File: src/rtl/r5p_bus_arb_pkg.sv
// r5p_bus_arb_pkg: grant FSM states, response owners and round-robin encoding for the r5p bus arbiter
package r5p_bus_arb_pkg;
  typedef enum logic [1:0] {ARB_IDLE, ARB_LOCK_IF, ARB_LOCK_LS} arb_state_t;
  typedef enum logic [1:0] {RSP_NONE, RSP_IF, RSP_LS} rsp_t;
  localparam logic LAST_IF = 1'b0;
  localparam logic LAST_LS = 1'b1;
endpackage

File: src/rtl/r5p_bus_arb_if.sv
// r5p_bus_arb_if: one request/acknowledge memory bus, master drives the request, slave answers
interface r5p_bus_arb_if #(
  parameter int AW = 16,
  parameter int DW = 32,
  parameter int SW = DW/8
);
  logic          req;
  logic          wen;
  logic [AW-1:0] adr;
  logic [SW-1:0] sel;
  logic [DW-1:0] wdt;
  logic [DW-1:0] rdt;
  logic          ack;
  modport master (output req, wen, adr, sel, wdt, input rdt, ack);
  modport slave  (input req, wen, adr, sel, wdt, output rdt, ack);
endinterface

File: src/rtl/r5p_arb2.sv
// r5p_arb2: 2-way combinational grant, LS priority or round-robin on ties when R5P_BUS_ARB_RR_EN is defined
module r5p_arb2
  import r5p_bus_arb_pkg::*;
(
  input  logic req_if,
  input  logic req_ls,
`ifdef R5P_BUS_ARB_RR_EN
  input  logic last,
`endif
  output logic gnt_if,
  output logic gnt_ls
);
`ifdef R5P_BUS_ARB_RR_EN
  assign gnt_ls = req_ls & (~req_if | (last == LAST_IF));
`else
  assign gnt_ls = req_ls;
`endif
  assign gnt_if = req_if & ~gnt_ls;
endmodule

File: src/rtl/r5p_bus_arb.sv
// r5p_bus_arb: shares one memory between IF and LS buses with stall lock and response routing; R5P_BUS_ARB_RR_EN enables round-robin
module r5p_bus_arb
  import r5p_bus_arb_pkg::*;
#(
  parameter int AW = 16,
  parameter int DW = 32,
  parameter int SW = DW/8
)(
  input  logic           clk,
  input  logic           rst,
  r5p_bus_arb_if.slave   if_bus,
  r5p_bus_arb_if.slave   ls_bus,
  r5p_bus_arb_if.master  mem_bus
);
  arb_state_t st;
  rsp_t       rsp;
  logic       arb_if, arb_ls, gnt_if, gnt_ls, xfer;
`ifdef R5P_BUS_ARB_RR_EN
  logic       last;
`endif
  r5p_arb2 u_arb (
    .req_if(if_bus.req),
    .req_ls(ls_bus.req),
`ifdef R5P_BUS_ARB_RR_EN
    .last  (last),
`endif
    .gnt_if(arb_if),
    .gnt_ls(arb_ls)
  );
  // grants are masked by rst so nothing leaks out while reset is held
  assign gnt_if = ~rst & (st == ARB_LOCK_IF ? if_bus.req : st == ARB_LOCK_LS ? 1'b0 : arb_if);
  assign gnt_ls = ~rst & (st == ARB_LOCK_LS ? ls_bus.req : st == ARB_LOCK_IF ? 1'b0 : arb_ls);
  assign xfer   = mem_bus.req & mem_bus.ack;
  assign mem_bus.req = gnt_if | gnt_ls;
  assign mem_bus.wen = gnt_ls & ls_bus.wen;
  assign mem_bus.adr = gnt_ls ? ls_bus.adr : gnt_if ? if_bus.adr : '0;
  assign mem_bus.sel = gnt_ls ? ls_bus.sel : {SW{gnt_if}};
  assign mem_bus.wdt = gnt_ls ? ls_bus.wdt : '0;
  assign if_bus.ack  = gnt_if & mem_bus.ack;
  assign ls_bus.ack  = gnt_ls & mem_bus.ack;
  assign if_bus.rdt  = rsp == RSP_IF ? mem_bus.rdt : '0;
  assign ls_bus.rdt  = rsp == RSP_LS ? mem_bus.rdt : '0;
  always_ff @(posedge clk or posedge rst)
    if (rst) begin
      st  <= ARB_IDLE;
      rsp <= RSP_NONE;
`ifdef R5P_BUS_ARB_RR_EN
      last <= LAST_IF;
`endif
    end else begin
      st  <= gnt_ls & ~mem_bus.ack ? ARB_LOCK_LS : gnt_if & ~mem_bus.ack ? ARB_LOCK_IF : ARB_IDLE;
      rsp <= ~xfer | mem_bus.wen ? RSP_NONE : gnt_ls ? RSP_LS : RSP_IF;
`ifdef R5P_BUS_ARB_RR_EN
      if (xfer) last <= gnt_ls;
`endif
    end
endmodule

File: src/flat_wrapper.sv
// flat-port wrapper written by rule: the top's interface ports become plain ports
module r5p_bus_arb_flat import r5p_bus_arb_pkg::*;
#(
  parameter int AW = 16,
  parameter int DW = 32,
  parameter int SW = DW/8
)
  (clk, rst, if_bus_req, if_bus_wen, if_bus_adr, if_bus_sel, if_bus_wdt, if_bus_rdt, if_bus_ack, ls_bus_req, ls_bus_wen, ls_bus_adr, ls_bus_sel, ls_bus_wdt, ls_bus_rdt, ls_bus_ack, mem_bus_req, mem_bus_wen, mem_bus_adr, mem_bus_sel, mem_bus_wdt, mem_bus_rdt, mem_bus_ack);
  r5p_bus_arb_if #(.AW(AW), .DW(DW), .SW(SW)) if_bus_i ();
  r5p_bus_arb_if #(.AW(AW), .DW(DW), .SW(SW)) ls_bus_i ();
  r5p_bus_arb_if #(.AW(AW), .DW(DW), .SW(SW)) mem_bus_i ();
  input  logic clk;
  input  logic rst;
  input wire logic [$bits(if_bus_i.req)-1:0] if_bus_req;
  input wire logic [$bits(if_bus_i.wen)-1:0] if_bus_wen;
  input wire logic [$bits(if_bus_i.adr)-1:0] if_bus_adr;
  input wire logic [$bits(if_bus_i.sel)-1:0] if_bus_sel;
  input wire logic [$bits(if_bus_i.wdt)-1:0] if_bus_wdt;
  output wire logic [$bits(if_bus_i.rdt)-1:0] if_bus_rdt;
  output wire logic [$bits(if_bus_i.ack)-1:0] if_bus_ack;
  input wire logic [$bits(ls_bus_i.req)-1:0] ls_bus_req;
  input wire logic [$bits(ls_bus_i.wen)-1:0] ls_bus_wen;
  input wire logic [$bits(ls_bus_i.adr)-1:0] ls_bus_adr;
  input wire logic [$bits(ls_bus_i.sel)-1:0] ls_bus_sel;
  input wire logic [$bits(ls_bus_i.wdt)-1:0] ls_bus_wdt;
  output wire logic [$bits(ls_bus_i.rdt)-1:0] ls_bus_rdt;
  output wire logic [$bits(ls_bus_i.ack)-1:0] ls_bus_ack;
  output wire logic [$bits(mem_bus_i.req)-1:0] mem_bus_req;
  output wire logic [$bits(mem_bus_i.wen)-1:0] mem_bus_wen;
  output wire logic [$bits(mem_bus_i.adr)-1:0] mem_bus_adr;
  output wire logic [$bits(mem_bus_i.sel)-1:0] mem_bus_sel;
  output wire logic [$bits(mem_bus_i.wdt)-1:0] mem_bus_wdt;
  input wire logic [$bits(mem_bus_i.rdt)-1:0] mem_bus_rdt;
  input wire logic [$bits(mem_bus_i.ack)-1:0] mem_bus_ack;
  assign if_bus_i.req = if_bus_req;
  assign if_bus_i.wen = if_bus_wen;
  assign if_bus_i.adr = if_bus_adr;
  assign if_bus_i.sel = if_bus_sel;
  assign if_bus_i.wdt = if_bus_wdt;
  assign if_bus_rdt = if_bus_i.rdt;
  assign if_bus_ack = if_bus_i.ack;
  assign ls_bus_i.req = ls_bus_req;
  assign ls_bus_i.wen = ls_bus_wen;
  assign ls_bus_i.adr = ls_bus_adr;
  assign ls_bus_i.sel = ls_bus_sel;
  assign ls_bus_i.wdt = ls_bus_wdt;
  assign ls_bus_rdt = ls_bus_i.rdt;
  assign ls_bus_ack = ls_bus_i.ack;
  assign mem_bus_req = mem_bus_i.req;
  assign mem_bus_wen = mem_bus_i.wen;
  assign mem_bus_adr = mem_bus_i.adr;
  assign mem_bus_sel = mem_bus_i.sel;
  assign mem_bus_wdt = mem_bus_i.wdt;
  assign mem_bus_i.rdt = mem_bus_rdt;
  assign mem_bus_i.ack = mem_bus_ack;
  r5p_bus_arb #(.AW(AW), .DW(DW), .SW(SW)) u_core (.clk(clk), .rst(rst), .if_bus(if_bus_i), .ls_bus(ls_bus_i), .mem_bus(mem_bus_i));
endmodule
File: config.mk
export PLATFORM = sky130hd
export DESIGN_NAME = r5p_bus_arb_flat
export DESIGN_NICKNAME = d
export VERILOG_FILES = /design/src/rtl/r5p_bus_arb_pkg.sv /design/src/rtl/r5p_bus_arb_if.sv /design/src/rtl/r5p_arb2.sv /design/src/rtl/r5p_bus_arb.sv /design/src/flat_wrapper.sv
export SDC_FILE = /design/constraint.sdc
export NUM_CORES = 1
export LEC_CHECK = 0
export CORE_AREA = 2 2 101 103
export DETAILED_ROUTE_END_ITERATION = 16
export DIE_AREA = 0 0 103 105
export GPL_TIMING_DRIVEN = 0
export PLACE_DENSITY = 0.57
export SLEW_MARGIN = 25
export SYNTH_ARGS = -nofsm -noshare
export SYNTH_HDL_FRONTEND = slang
export SYNTH_SLANG_ARGS = --single-unit
File: constraint.sdc
create_clock -name clk -period 2.1 [get_ports clk]
set_input_delay 0.525 -clock clk [delete_from_list [all_inputs] [get_ports clk]]
set_output_delay 0.525 -clock clk [all_outputs]
set_load 0.02 [all_outputs]
==> results <==
[final cells by class]
class                   count  area [um2]
fillers                  1078        6275
repair buffers            229        1961
multi-input cells         141       968.4
well taps                 133       166.4
plain buffers              13       118.9
flip-flops and latches      4       101.3
clock buffers               3       41.29
inverters                   2       7.507
[power by group through the flow]
stage,clock (uW),combinational (uW),sequential (uW)
3_3_place_gp,0,569,83.1
6_report,154,515,83.3
4_1_cts,159,519,83.2
5_1_grt,167,552,83.7
3_5_place_dp,0,572,83.3
2_1_floorplan,0,205,82.7
[per-stage QoR]
step	cell area, um2	setup WS (ps)
2_1_floorplan	1144	181.4
3_3_place_gp	3562	-1102
3_5_place_dp	3562	-1089
4_1_cts	3342	12.10
5_1_grt	3364	-28.74
6_report	3364	43.23
[routing by layer]
layer | track usage (%) | vias to the layer above | wire, um
li1 | - | 988 | -
met2 | 21.66 | 136 | 3330
met4 | 2.068 | 0 | 54
met1 | 10.21 | 846 | 2127
met5 | 0 | - | 0
met3 | 2.475 | 4 | 796
[kinds of logic (layout without fill, tap and decap cells)]
logic type      count (synthesis)  in the layout  share of synthesized area [%]
simple gates                  117            117                          64.69
buf+inv                        15            247                          8.690
compound gates                 24             24                          17.82
flops                           4              4                          8.801
[what timing repair did]
action | CTS | global route
resized for setup | 311 | 52
pin swaps | 3 | 1
buffers inserted | 4 | 0
endpoints found under the setup margin | 120 | 70
[layout by cell type (no fill, tap or decap), drive strengths merged]
| master | n |
|---|---|
| nand2b | 2 |
| a21oi | 2 |
| nor2 | 3 |
| and2 | 100 |
| clkdlybuf4s15 | 28 |
| dlygate4sd2 | 35 |
| buf | 68 |
| and3b | 1 |
| clkdlybuf4s50 | 101 |
| nor2b | 4 |
| a21boi | 1 |
| a22o | 16 |
| nor3 | 5 |
| inv | 2 |
| or2b | 1 |
| o21ai | 2 |
| o211a | 1 |
| a2111oi | 1 |
| clkbuf | 13 |
| a21o | 1 |
| nor4 | 1 |
| dfrtp | 4 |
[sequential cells by signal, summed over array words and instances (netlist names)]
register	flops
u_core.rsp	2
u_core.st	2
[worst register-to-register path, cell delays in order (launching register included)]
cell,delay [ps]
dfrtp_1,380
a21boi_1,130
o211a_1,260
buf_6,150
and2_1,150
[final timing paths]
| check | depth (start not counted) | end | startpoint | slack, ps |
|---|---|---|---|---|
| max | 5 | mem_bus_adr[10] | u_core.st[0] | 40 |
| max reg2reg | 4 | u_core.rsp[0] | u_core.st[0] | 920 |
| min | 2 | u_core.rsp[1] | rst | 230 |
| min in group clk | 2 | u_core.st[1] | rst | 590 |
| min reg2reg | 3 | u_core.st[1] | u_core.st[0] | 750 |
| max in group asynchronous | 2 | u_core.st[1] | rst | 1730 |
==> implementation parameters <==
Parameter                              Value

Place
  Total half-perimeter wirelength after legalization and detailed placement    5655 um
  IO Port Bufs    225
  Final weighted congestion in routability-driven placement    0.6908
  Count of placed standard cells including taps    518

Timing
  Slew margin rel.    between 80 and 90%
  Final hold slack    234.5 ps
  Slew at the pin closest to its max-slew limit    257.1 ps
  Final setup violation count    0
  Minimum clock period after layout    slightly above 2000 ps
  Unrepaired setup endpoints after global routing    yes
  Fraction of the cycle the final worst path needs    97.94%
  Post-route clock skew    2.324 ps
  Number of max-slew violations in the final report    0
  Number of hold violations in the final report    0
  Final sum of negative setup slack    0 ps
  Maximum clock rate    486.2 MHz

Worst setup path
  Startpoint type of the worst setup path    register
  Largest driver fanout on the critical path    10
  Data arrival time of the critical path    between 1500 and 2000 ps
  Data required time at the worst endpoint    1570 ps
  Path type of the worst setup path    register to output pin
  Kind of cell adding the most delay to the critical path    compound AO/OA/AOI/OAI gates
  Largest stage delay on the critical path    380 ps
  Master of the slowest instance on the critical path    dfrtp_1
  Endpoint type of the worst setup path    output pin
  CP Buf/Inv Count    2
  Worst path cell trace    a21boi_1 -> o211a_1 -> buf_6 -> a22o_1 -> buf_4

Yosys
  Post-synthesis sequential area ratio    8.801%
  Area fraction of the dominant cell type after synthesis    55.01%
  Post-synth EDFFs    0
  Most common library cells after synthesis    100 x and2_1, 15 x a22o_1, 6 x clkbuf_1
  Distinct cell type count after synthesis    25
  Share of synthesized flip-flops with an asynchronous set or reset    100.0%
  Post-Synthesis Net Count    303
  Average instance area after synthesis    7.108 um2
  Post-synth top flop    dfrtp_1
  Netlist area before placement    between 1000 and 1500 um2
  Count leader, synth    and2_1
  Biggest area consumer among synthesized cells    and2_1
  Cell count after synthesis    160
  Cell types occupying the most area after synthesis    and2_1 55%, a22o_1 12%, dfrtp_1 8.8%, buf_6 5.0%, clkbuf_1 2.0%
  Warnings, synthesis    0
  Yosys reg bits    4

Clocking
  TritonCTS clock tree    built
  Clock sink count    4
  H-Tree Level Count    1
  Clock Root Buffer    clkbuf_8
  Hold-fix buffers, CTS    0
  Number of clock buffers inserted by TritonCTS    3
  Clock latency on the worst-skew pair    210 ps
  Clock transition at path regs    30 ps
  Clock buffer depth    2

Power and ir drop
  Final total power    ~750 uW
  Power spent charging and discharging nets    250.9 uW
  Gate power share    between 60% and 70%
  Total internal power    501.6 uW
  Highest ir drop seen on vdd    0.00008019 V
  Sequential share of power    11.1%
  Cell Pwr Density    223.7 nW/um2
  Fraction of power consumed by the clock network    20.5%
  Leakage    0.001721 uW
  Switching power as a share of total power    about 33%

GRT
  Initial antenna violation count    0
  Pin count of the biggest net entering global routing    11
  Total routing usage reported by global routing    10.54%
  Wire length of the first global-routing pass    roughly 9300 um
  Vias in the first global route    1954
  Overall overflow remaining after global route    0

Route
  Mean routed wirelength per cell    12.02 um
  Detailed-route via count    1974
  First-pass iteration count of the detailed router    4
  Post-detailed-route count of antenna-violating nets    0
  DR vias/cell    3.760
  First DRT Iteration DRCs    57
  Post-route DRC violation count    0
  Final wirelength    6309 um

Floorplanning
  Core area    9639 um2
  Die Footprint    10820 um2
  Initial Utilization    11.80%
  Die H    105 um
  Boundary pin count    roughly 260
  X dimension of the die    103 um
  Row cnt    36

Cells and area
  Post-route insts no fill    525
  Final Util    34.90%
  Number of antenna cells inserted    0
  Layout Area Growth over Synthesis    195.8%
  Net count, final    537
  Fraction of layout instances using a drive strength above 1    23.21%

Status
  Result of the run    complete, no violations

Run
  Max-cap violations    0

Min path
  Path category of the worst min-delay check    input pin to asynchronous set/reset pin
Note: power is estimated with default switching activity, not from simulation.
